**config.mk**
```make
export PLATFORM = sky130hd
export DESIGN_NAME = mem_bist_ctrl
export DESIGN_NICKNAME = d
export VERILOG_FILES = /design/src/rtl/mem_bist_ctrl.sv
export SDC_FILE = /design/constraint.sdc
export NUM_CORES = 1
export LEC_CHECK = 0
export CORE_ASPECT_RATIO = 0.75
export CORE_MARGIN = 3
export CORE_UTILIZATION = 49
export DETAILED_ROUTE_END_ITERATION = 10
export GPL_TIMING_DRIVEN = 0
export PLACE_DENSITY = 0.86
export SYNTH_ARGS = -nofsm -noshare
export SYNTH_HDL_FRONTEND = slang
export SYNTH_SLANG_ARGS = --single-unit
export TNS_END_PERCENT = 30
```
**constraint.sdc**
```tcl
create_clock -name clk -period 6.1 [get_ports clk]
set_input_delay 0.915 -clock clk [delete_from_list [all_inputs] [get_ports clk]]
set_output_delay 0.915 -clock clk [all_outputs]
set_load 0.05 [all_outputs]
```
**src/rtl/mem_bist_ctrl.sv**
```systemverilog
// mem_bist_ctrl: march-style self test initiator for the single-port RAM
// (EN/Address/Data_in -> Valid_out/Data_out).
// Phase 0 writes P(a) = SEED ^ a to every word and reads it back;
// phase 1 does the same with ~P(a). Pass/fail and the first failing
// address and data are reported and held until the next start.
// Build option: define MEM_BIST_ERRCNT_EN to add the err_count output and
// keep running after a mismatch (a timeout still ends the run).
module mem_bist_ctrl #(
    parameter int          ADDR_WIDTH = 4,
    parameter int          ADDR_DEPTH = 16,
    parameter int          DATA_WIDTH = 32,
    parameter logic [31:0] SEED       = 32'hA5A55A5A,
    parameter int          TIMEOUT    = 8
) (
    input  logic                  clk,
    input  logic                  rst,
    input  logic                  start,
    output logic                  busy,
    output logic                  done,
    output logic                  pass,
    output logic                  fail,
    output logic                  timeout,
    output logic [ADDR_WIDTH-1:0] fail_addr,
    output logic [DATA_WIDTH-1:0] fail_data,
    output logic                  EN,
    output logic [ADDR_WIDTH-1:0] Address,
    output logic [DATA_WIDTH-1:0] Data_in,
    input  logic                  Valid_out,
    input  logic [DATA_WIDTH-1:0] Data_out
`ifdef MEM_BIST_ERRCNT_EN
    ,
    output logic [ADDR_WIDTH+1:0] err_count
`endif
);

    localparam int CNT_W = $clog2(TIMEOUT + 1);
    localparam logic [ADDR_WIDTH-1:0] LAST_ADDR = ADDR_WIDTH'(ADDR_DEPTH - 1);
    localparam logic [CNT_W-1:0]      WAIT_LAST = CNT_W'(TIMEOUT - 1);

    typedef enum logic [2:0] {
        S_IDLE,
        S_WRITE,
        S_READ_REQ,
        S_READ_WAIT,
        S_DONE
    } state_t;

    state_t                state_q, state_d;
    logic [ADDR_WIDTH-1:0] addr_q, addr_d;
    logic                  phase_q, phase_d;
    logic [CNT_W-1:0]      wait_q, wait_d;
    logic                  en_q, en_d;
    logic                  busy_q, busy_d;
    logic                  done_q, done_d;
    logic [DATA_WIDTH-1:0] data_in_q, data_in_d;
    logic                  pass_q, pass_d;
    logic                  fail_q, fail_d;
    logic                  timeout_q, timeout_d;
    logic [ADDR_WIDTH-1:0] fail_addr_q, fail_addr_d;
    logic [DATA_WIDTH-1:0] fail_data_q, fail_data_d;
`ifdef MEM_BIST_ERRCNT_EN
    logic [ADDR_WIDTH+1:0] err_q, err_d;
`endif
    logic                  mism;
    logic                  adv;

    // Test word for address a: SEED ^ a in phase 0, its complement in phase 1.
    function automatic logic [DATA_WIDTH-1:0] pattern(input logic [ADDR_WIDTH-1:0] a,
                                                      input logic                  ph);
        logic [DATA_WIDTH-1:0] p;
        p = DATA_WIDTH'(SEED) ^ DATA_WIDTH'(a);
        return ph ? ~p : p;
    endfunction

    // Next-state, result capture and registered-output decode.
    always_comb begin
        state_d     = state_q;
        addr_d      = addr_q;
        phase_d     = phase_q;
        wait_d      = wait_q;
        pass_d      = pass_q;
        fail_d      = fail_q;
        timeout_d   = timeout_q;
        fail_addr_d = fail_addr_q;
        fail_data_d = fail_data_q;
`ifdef MEM_BIST_ERRCNT_EN
        err_d       = err_q;
`endif
        mism        = 1'b0;
        adv         = 1'b0;

        case (state_q)
            S_IDLE: begin
                if (start) begin
                    state_d     = S_WRITE;
                    addr_d      = '0;
                    phase_d     = 1'b0;
                    pass_d      = 1'b0;
                    fail_d      = 1'b0;
                    timeout_d   = 1'b0;
                    fail_addr_d = '0;
                    fail_data_d = '0;
`ifdef MEM_BIST_ERRCNT_EN
                    err_d       = '0;
`endif
                end
            end

            S_WRITE: begin
                if (addr_q == LAST_ADDR) begin
                    state_d = S_READ_REQ;
                    addr_d  = '0;
                end else begin
                    addr_d = addr_q + 1'b1;
                end
            end

            S_READ_REQ: begin
                state_d = S_READ_WAIT;
                wait_d  = '0;
            end

            S_READ_WAIT: begin
                if (Valid_out) begin
                    mism = (Data_out != pattern(addr_q, phase_q));
                    if (mism) begin
                        fail_d = 1'b1;
                        // Only the first failure of a run is recorded.
                        if (!fail_q) begin
                            fail_addr_d = addr_q;
                            fail_data_d = Data_out;
                        end
`ifdef MEM_BIST_ERRCNT_EN
                        err_d = err_q + 1'b1;
`endif
                    end
`ifdef MEM_BIST_ERRCNT_EN
                    adv = 1'b1;
`else
                    adv = !mism;
                    if (mism) begin
                        state_d = S_DONE;
                    end
`endif
                    if (adv) begin
                        if (addr_q != LAST_ADDR) begin
                            state_d = S_READ_REQ;
                            addr_d  = addr_q + 1'b1;
                        end else if (!phase_q) begin
                            state_d = S_WRITE;
                            phase_d = 1'b1;
                            addr_d  = '0;
                        end else begin
                            state_d = S_DONE;
                        end
                    end
                end else if (wait_q == WAIT_LAST) begin
                    // RAM never answered: abandon the run whatever the build option.
                    state_d   = S_DONE;
                    fail_d    = 1'b1;
                    timeout_d = 1'b1;
                    if (!fail_q) begin
                        fail_addr_d = addr_q;
                        fail_data_d = '0;
                    end
`ifdef MEM_BIST_ERRCNT_EN
                    err_d = err_q + 1'b1;
`endif
                end else begin
                    wait_d = wait_q + 1'b1;
                end
            end

            S_DONE: begin
                state_d = S_IDLE;
            end

            default: begin
                state_d = S_IDLE;
            end
        endcase

        // The verdict is settled on entry to DONE so it is visible with the done pulse.
        if (state_d == S_DONE) begin
            pass_d = ~fail_d;
        end

        en_d      = (state_d == S_WRITE);
        busy_d    = (state_d == S_WRITE) || (state_d == S_READ_REQ) || (state_d == S_READ_WAIT);
        done_d    = (state_d == S_DONE);
        data_in_d = (state_d == S_WRITE) ? pattern(addr_d, phase_d) : '0;
    end

    // State and output registers; reset aborts any run in progress.
    always_ff @(posedge clk or negedge rst) begin
        if (!rst) begin
            state_q     <= S_IDLE;
            addr_q      <= '0;
            phase_q     <= 1'b0;
            wait_q      <= '0;
            en_q        <= 1'b0;
            busy_q      <= 1'b0;
            done_q      <= 1'b0;
            data_in_q   <= '0;
            pass_q      <= 1'b0;
            fail_q      <= 1'b0;
            timeout_q   <= 1'b0;
            fail_addr_q <= '0;
            fail_data_q <= '0;
`ifdef MEM_BIST_ERRCNT_EN
            err_q       <= '0;
`endif
        end else begin
            state_q     <= state_d;
            addr_q      <= addr_d;
            phase_q     <= phase_d;
            wait_q      <= wait_d;
            en_q        <= en_d;
            busy_q      <= busy_d;
            done_q      <= done_d;
            data_in_q   <= data_in_d;
            pass_q      <= pass_d;
            fail_q      <= fail_d;
            timeout_q   <= timeout_d;
            fail_addr_q <= fail_addr_d;
            fail_data_q <= fail_data_d;
`ifdef MEM_BIST_ERRCNT_EN
            err_q       <= err_d;
`endif
        end
    end

    assign busy      = busy_q;
    assign done      = done_q;
    assign pass      = pass_q;
    assign fail      = fail_q;
    assign timeout   = timeout_q;
    assign fail_addr = fail_addr_q;
    assign fail_data = fail_data_q;
    assign EN        = en_q;
    assign Address   = addr_q;
    assign Data_in   = data_in_q;
`ifdef MEM_BIST_ERRCNT_EN
    assign err_count = err_q;
`endif

endmodule

```
# ---- After elaboration in Yosys (flattened, before gate mapping)
# Index checks and enable logic that the tools add are counted.
dict set report word_totals {
  reg_bits 86
}
dict set report op_classes {
  n_reduce_logical 12
  mux 50
  addsub 2
  bitwise_logic 5
  n_eq_ne 18
}
# op n
set op_table {}
lappend op_table {{$mux 32} 9}
lappend op_table {{$not 32->32} 2}
lappend op_table {{$pmux 32 s2} 1}
lappend op_table {{$mux 4} 13}
lappend op_table {{$ne 32x32->1} 1}
lappend op_table {{$not 2->16} 2}
lappend op_table {{$mux 3} 7}
lappend op_table {{$pmux 4 s2} 2}
lappend op_table {{$mux 1} 13}
lappend op_table {{$eq 3x2->1 const B} 4}
lappend op_table {{$pmux 3 s4} 1}
lappend op_table {{$pmux 4 s3} 1}
lappend op_table {{$ne 2x2->1 const B} 5}
lappend op_table {{$add 4x1->4 const B} 2}
lappend op_table {{$reduce_and 4->1} 2}
lappend op_table {{$reduce_bool 2->1} 4}
lappend op_table {{$eq 3x1->1 const B} 2}
lappend op_table {{$ne 3x3->1 const B} 2}
lappend op_table {{$pmux 1 s2} 3}
lappend op_table {{$reduce_and 5->1} 1}
lappend op_table {{$eq 4x3->1 const B} 1}
lappend op_table {{$eq 4x4->1 const B} 1}
lappend op_table {{$ne 4x4->1 const B} 1}
lappend op_table {{$eq 3x3->1 const B} 1}
lappend op_table {{5 further kinds} 6}

# ---- Longest topological paths before layout
dict set report depth {
  depth_word 11
  mapped_depth 9
}

# ---- Least setup slack after synthesis
# OpenSTA, ideal clock, no wires.
dict set report synth_timing {
  path_kind {input port to flip-flop}
  startpoint {in Data_out[31]}
  endpoint {reg data_in_q[3] (netlist: Data_in[3])}
  setup_ns 0.080
  t_required_ns 6.020
  path_buffers 0
  arrival_ns 2.836
  cell_stages 7
  slack_ns 3.184
  cell_sequence {nand4b_1 or3_1 a222oi_1 nand2_1 or3_1 a21o_1 nor3_2}
}
dict set report synth_via {
  elab_chain_len 8
}
# item line_no
set synth_rtl {}
lappend synth_rtl {{start: declaration} 29} ;# input logic [DATA_WIDTH-1:0] Data_out
lappend synth_rtl {{$ne 32x32->1 (*)} 125} ;# mism = (Data_out != pattern(addr_q, phase_q));
lappend synth_rtl {{$mux 4} 145} ;# if (adv) begin
lappend synth_rtl {{$mux 4} 124} ;# if (Valid_out) begin
lappend synth_rtl {{$pmux 4 s3} 92} ;# case (state_q)
lappend synth_rtl {{$not 2->16 (no line)} -}
lappend synth_rtl {{$not 32->32} 72} ;# return ph ? ~p : p;
lappend synth_rtl {{$mux 32} 72}
lappend synth_rtl {{$mux 32 (*)} 191} ;# data_in_d = (state_d == S_WRITE) ? pattern(addr_d, phase_d) : '0;
lappend synth_rtl {{named net data_in_d[3]} 55} ;# logic [DATA_WIDTH-1:0] data_in_q, data_in_d;
lappend synth_rtl {{end signal: assignment} 221} ;# data_in_q <= data_in_d;
lappend synth_rtl {{end: declaration} 55}
# The timed path passes the listed nets; every way through them passes the cells marked *.
# A chain may end at the register's enable or synchronous reset.

# ---- Worst setup path after layout
# Ends and elaborated chain as after synthesis.

==> flow_summary.ini <==
[timing]
worst_slack_ps = 2510
finClkSkew_ps = 6.90
tightestPinTransition_ps = 894
max_freq_ghz = 0.279
drv_slew = 0
setup_viol = 0
rsz0062_at_grt = false
whs_ps = 480
fin_crit_ps = 3590
setup_tns_ps = 0
hold_viol = 0
slew_headroom_pct = 40.4
period_share_pct = 58.8

[setup_path]
path_class = input pin to flop
r2r_cells = 8
path_cells = clkdlybuf4s50_1 > nand4b_1 > or3_1 > a222oi_1 > nand2_1 > or3_1 > a21o_1 > nor3_2
required_ps = 6360
cp_slowest_cell = a222oi_1
cp_max_fo = 7
r2r-end = Data_in[3]$_DFF_PN0_
cp.depth = 8
arrival_ps = 3850
r2r_start = phase_q$_DFF_PN0_
cp-start-kind = input pin
r2r_slack_ps = 3050
cpLargestDelayFamily = simple AND/OR/NAND/NOR gates
startpoint = Data_out[31]
cp-end-kind = flop
path_buf_inv = 1
path_common_cell = or3_1
critPathCapture = Data_in[3]$_DFF_PN0_
critPathMaxStageDelay_ps = 800

[placement]
dp.cells = 549
gp_congestion = 0.849
placement.io_buffers = 113
dp_slack_ps = 2230
post-dp-hpwl_um = 7040
placed_cell_area_mm2 = 0.00447

[floorplanning]
dieArea_mm2 = 0.00761
fp.coreArea_mm2 = 0.00610
die_h_um = 76.3
io_pins = 114
dieWidth_um = 99.7
rows = 24
start_util_pct = 52.9

[clock_network]
postCtsSetupBuffers = 0
clkSinkCount = 60
path_clk_slew_ps = 60
clk_latency_ps = 340
cts_resized = 0
cts_hold_buf = 0
h-tree-depth = 3
ctsRootBufferMaster = clkbuf_8
cts_tree = done
clock_path_buffers = 2
cts_buffers = 9

[cells_and_area]
drive_above_1_share_pct = 13.8
antennaDiodeCount = 0
syn2layout_area_growth_pct = 45.3
nets = 524
final_area_mm2 = 0.00469
instances_no_fill = 565
fin_util_pct = 76.9

[yosys]
synth.largest_area_cell = dfrtp_1
synth_edf_count = 0
ys_warn_count = 0
yosys.area.top_type_share_pct = 46.5
synth_area_leaders = dfrtp_1 (47%), nand2_1 (9.9%), buf_4 (6.3%)
ys_ff_latch = 60
ys_seq_area_share_pct = 46.5
syn_area_mm2 = 0.00323
async_flop_share_pct = 100
syn_area_per_cell_um2 = 9.04
syn_nets = 399
synthDistinctLibCells = 55
synth-main-ff-cell = dfrtp_1
netlist_instances = 357

[power]
peakVddDrop_v = 0.000223
power_mw = 2.01
powerDensity_mw_per_mm2 = 429
p_leak_nw = 1.96

[grt]
grt_pass1_vias = 3042
antenna_found_initial = 0
grt_overflow = 0
grt_max_degree = 38
grt.total_usage_pct = 25.3
grt_pass1_wl_um = 15200

[detailed_routing]
route.detailed.drc = 0
drt-initial-drc-count = 264
detail_route.first_pass.iterations = 5
vias_per_cell = 5.55
ant_nets = 0
wl_um = 9260
post_drt_wl_per_cell_um = 16.4
vias = 3135

[min_path]
hold_class = flop to flop

[status]
status = completed

[run]
max_cap_violations = 0
cell usage after synthesis, types with 3 or more instances:
cell type,number
nand2_1,85
dfrtp_1,60
o21ai_0,34
buf_4,27
a21oi_1,15
nand3_1,11
nor2_1,10
o21ai_1,10
buf_2,7
nand4b_1,7
clkbuf_1,6
ha_1,6
inv_1,6
and2_1,4
and4bb_2,4
or3_1,4
xnor2_1,4
a21o_1,3
a22oi_1,3
nor2b_1,3
nor4bb_1,3
o22ai_1,3
xor2_1,3
cells in the final DEF (no fill, tap or decap), types with 2 or more instances in the layout:
cell type | Yosys | layout
a21o_1 | 3 | 3
a21oi_1 | 15 | 15
a22oi_1 | 3 | 3
a31oi_1 | 2 | 2
and2_1 | 4 | 4
and3_1 | 2 | 2
and3b_2 | 2 | 2
and4bb_2 | 4 | 4
buf_2 | 7 | 8
buf_4 | 27 | 27
bufinv_16 | 0 | 2
clkbuf_1 | 6 | 8
clkbuf_8 | 0 | 10
clkdlybuf4s50_1 | 0 | 112
dfrtp_1 | 60 | 60
ha_1 | 6 | 6
inv_1 | 6 | 6
nand2_1 | 85 | 85
nand2b_1 | 2 | 2
nand3_1 | 11 | 11
nand4_1 | 2 | 2
nand4b_1 | 7 | 7
nor2_1 | 10 | 10
nor2b_1 | 3 | 3
nor3_1 | 2 | 2
nor4bb_1 | 3 | 3
o21ai_0 | 34 | 34
o21ai_1 | 10 | 10
o22ai_1 | 3 | 3
o31ai_1 | 2 | 2
or3_1 | 4 | 4
xnor2_1 | 4 | 4
xor2_1 | 3 | 3
cell families (layout without fill, tap and decap cells):
kind of cell / after synthesis / count (layout) / synth area share [%]
adders and majority gates: 6 / 6 / 2.33
AOI/OAI and AO/OA: 82 / 82 / 14.8
xor gates and xnor gates: 7 / 7 / 1.90
buffers and inverters: 47 / 177 / 9.07
muxes: 2 / 2 / 0.659
and+or+nand+nor: 153 / 153 / 24.7
DFF: 60 / 60 / 46.5
worst register-to-register path: cells and delay by family, from the launching register on:
family | cells | cell delay, ps
buf+inv | 1 | 240
flops | 1 | 500
simple gates | 5 | 1230
compound gates | 2 | 1020
flip-flops by register name (all words and copies together), names as in the netlist:
name	count
fail_data	32
Data_in	6
Address	4
fail_addr	4
wait_q	4
state_q	3
EN	1
busy	1
done	1
fail	1
pass	1
phase_q	1
timeout	1
power by group:
group | leakage [nW] | switching [mW] | internal, mW
clock network | 0.107 | 0.158 | 0.241
logic | 1.06 | 0.668 | 0.375
registers | 0.789 | 0.0836 | 0.487
worst min-delay path by stage:
stage / slack, ps / from / depth (start not counted) / to
floorplan: 500 / wait_q[1]$_DFFE_PN0P_ / 2 / wait_q[1]$_DFFE_PN0P_
global placement: 460 / fail_addr[3]$_DFFE_PN0P_ / 2 / fail_addr[3]$_DFFE_PN0P_
detailed placement: 470 / fail_addr[2]$_DFFE_PN0P_ / 2 / fail_addr[2]$_DFFE_PN0P_
CTS: 480 / fail_addr[2]$_DFFE_PN0P_ / 2 / fail_addr[2]$_DFFE_PN0P_
global route: 510 / fail_data[0]$_DFFE_PN0P_ / 2 / fail_data[0]$_DFFE_PN0P_
finish: 480 / fail_addr[2]$_DFFE_PN0P_ / 2 / fail_addr[2]$_DFFE_PN0P_
routing by layer:
layer | global-route usage (%) | share of wire (%) | vias to the layer above
met5 | 0 | 0 | -
met4 | 5.73 | 0.89 | 0
met3 | 8.23 | 10 | 10
met2 | 38.0 | 46 | 173
met1 | 35.4 | 43 | 1488
li1 | - | - | 1464
layout make-up:
| class | count | area (µm²) |
|---|---|---|
| buffer | 41 | 270 |
| clock buffer | 12 | 145 |
| clock inverter | 4 | 72.6 |
| fill | 443 | 1410 |
| inverter | 6 | 22.5 |
| multi-input combinational | 250 | 1430 |
| sequential | 60 | 1500 |
| tap | 78 | 97.6 |
| timing repair buffer | 114 | 1150 |
(Power assumes the default switching activity.)
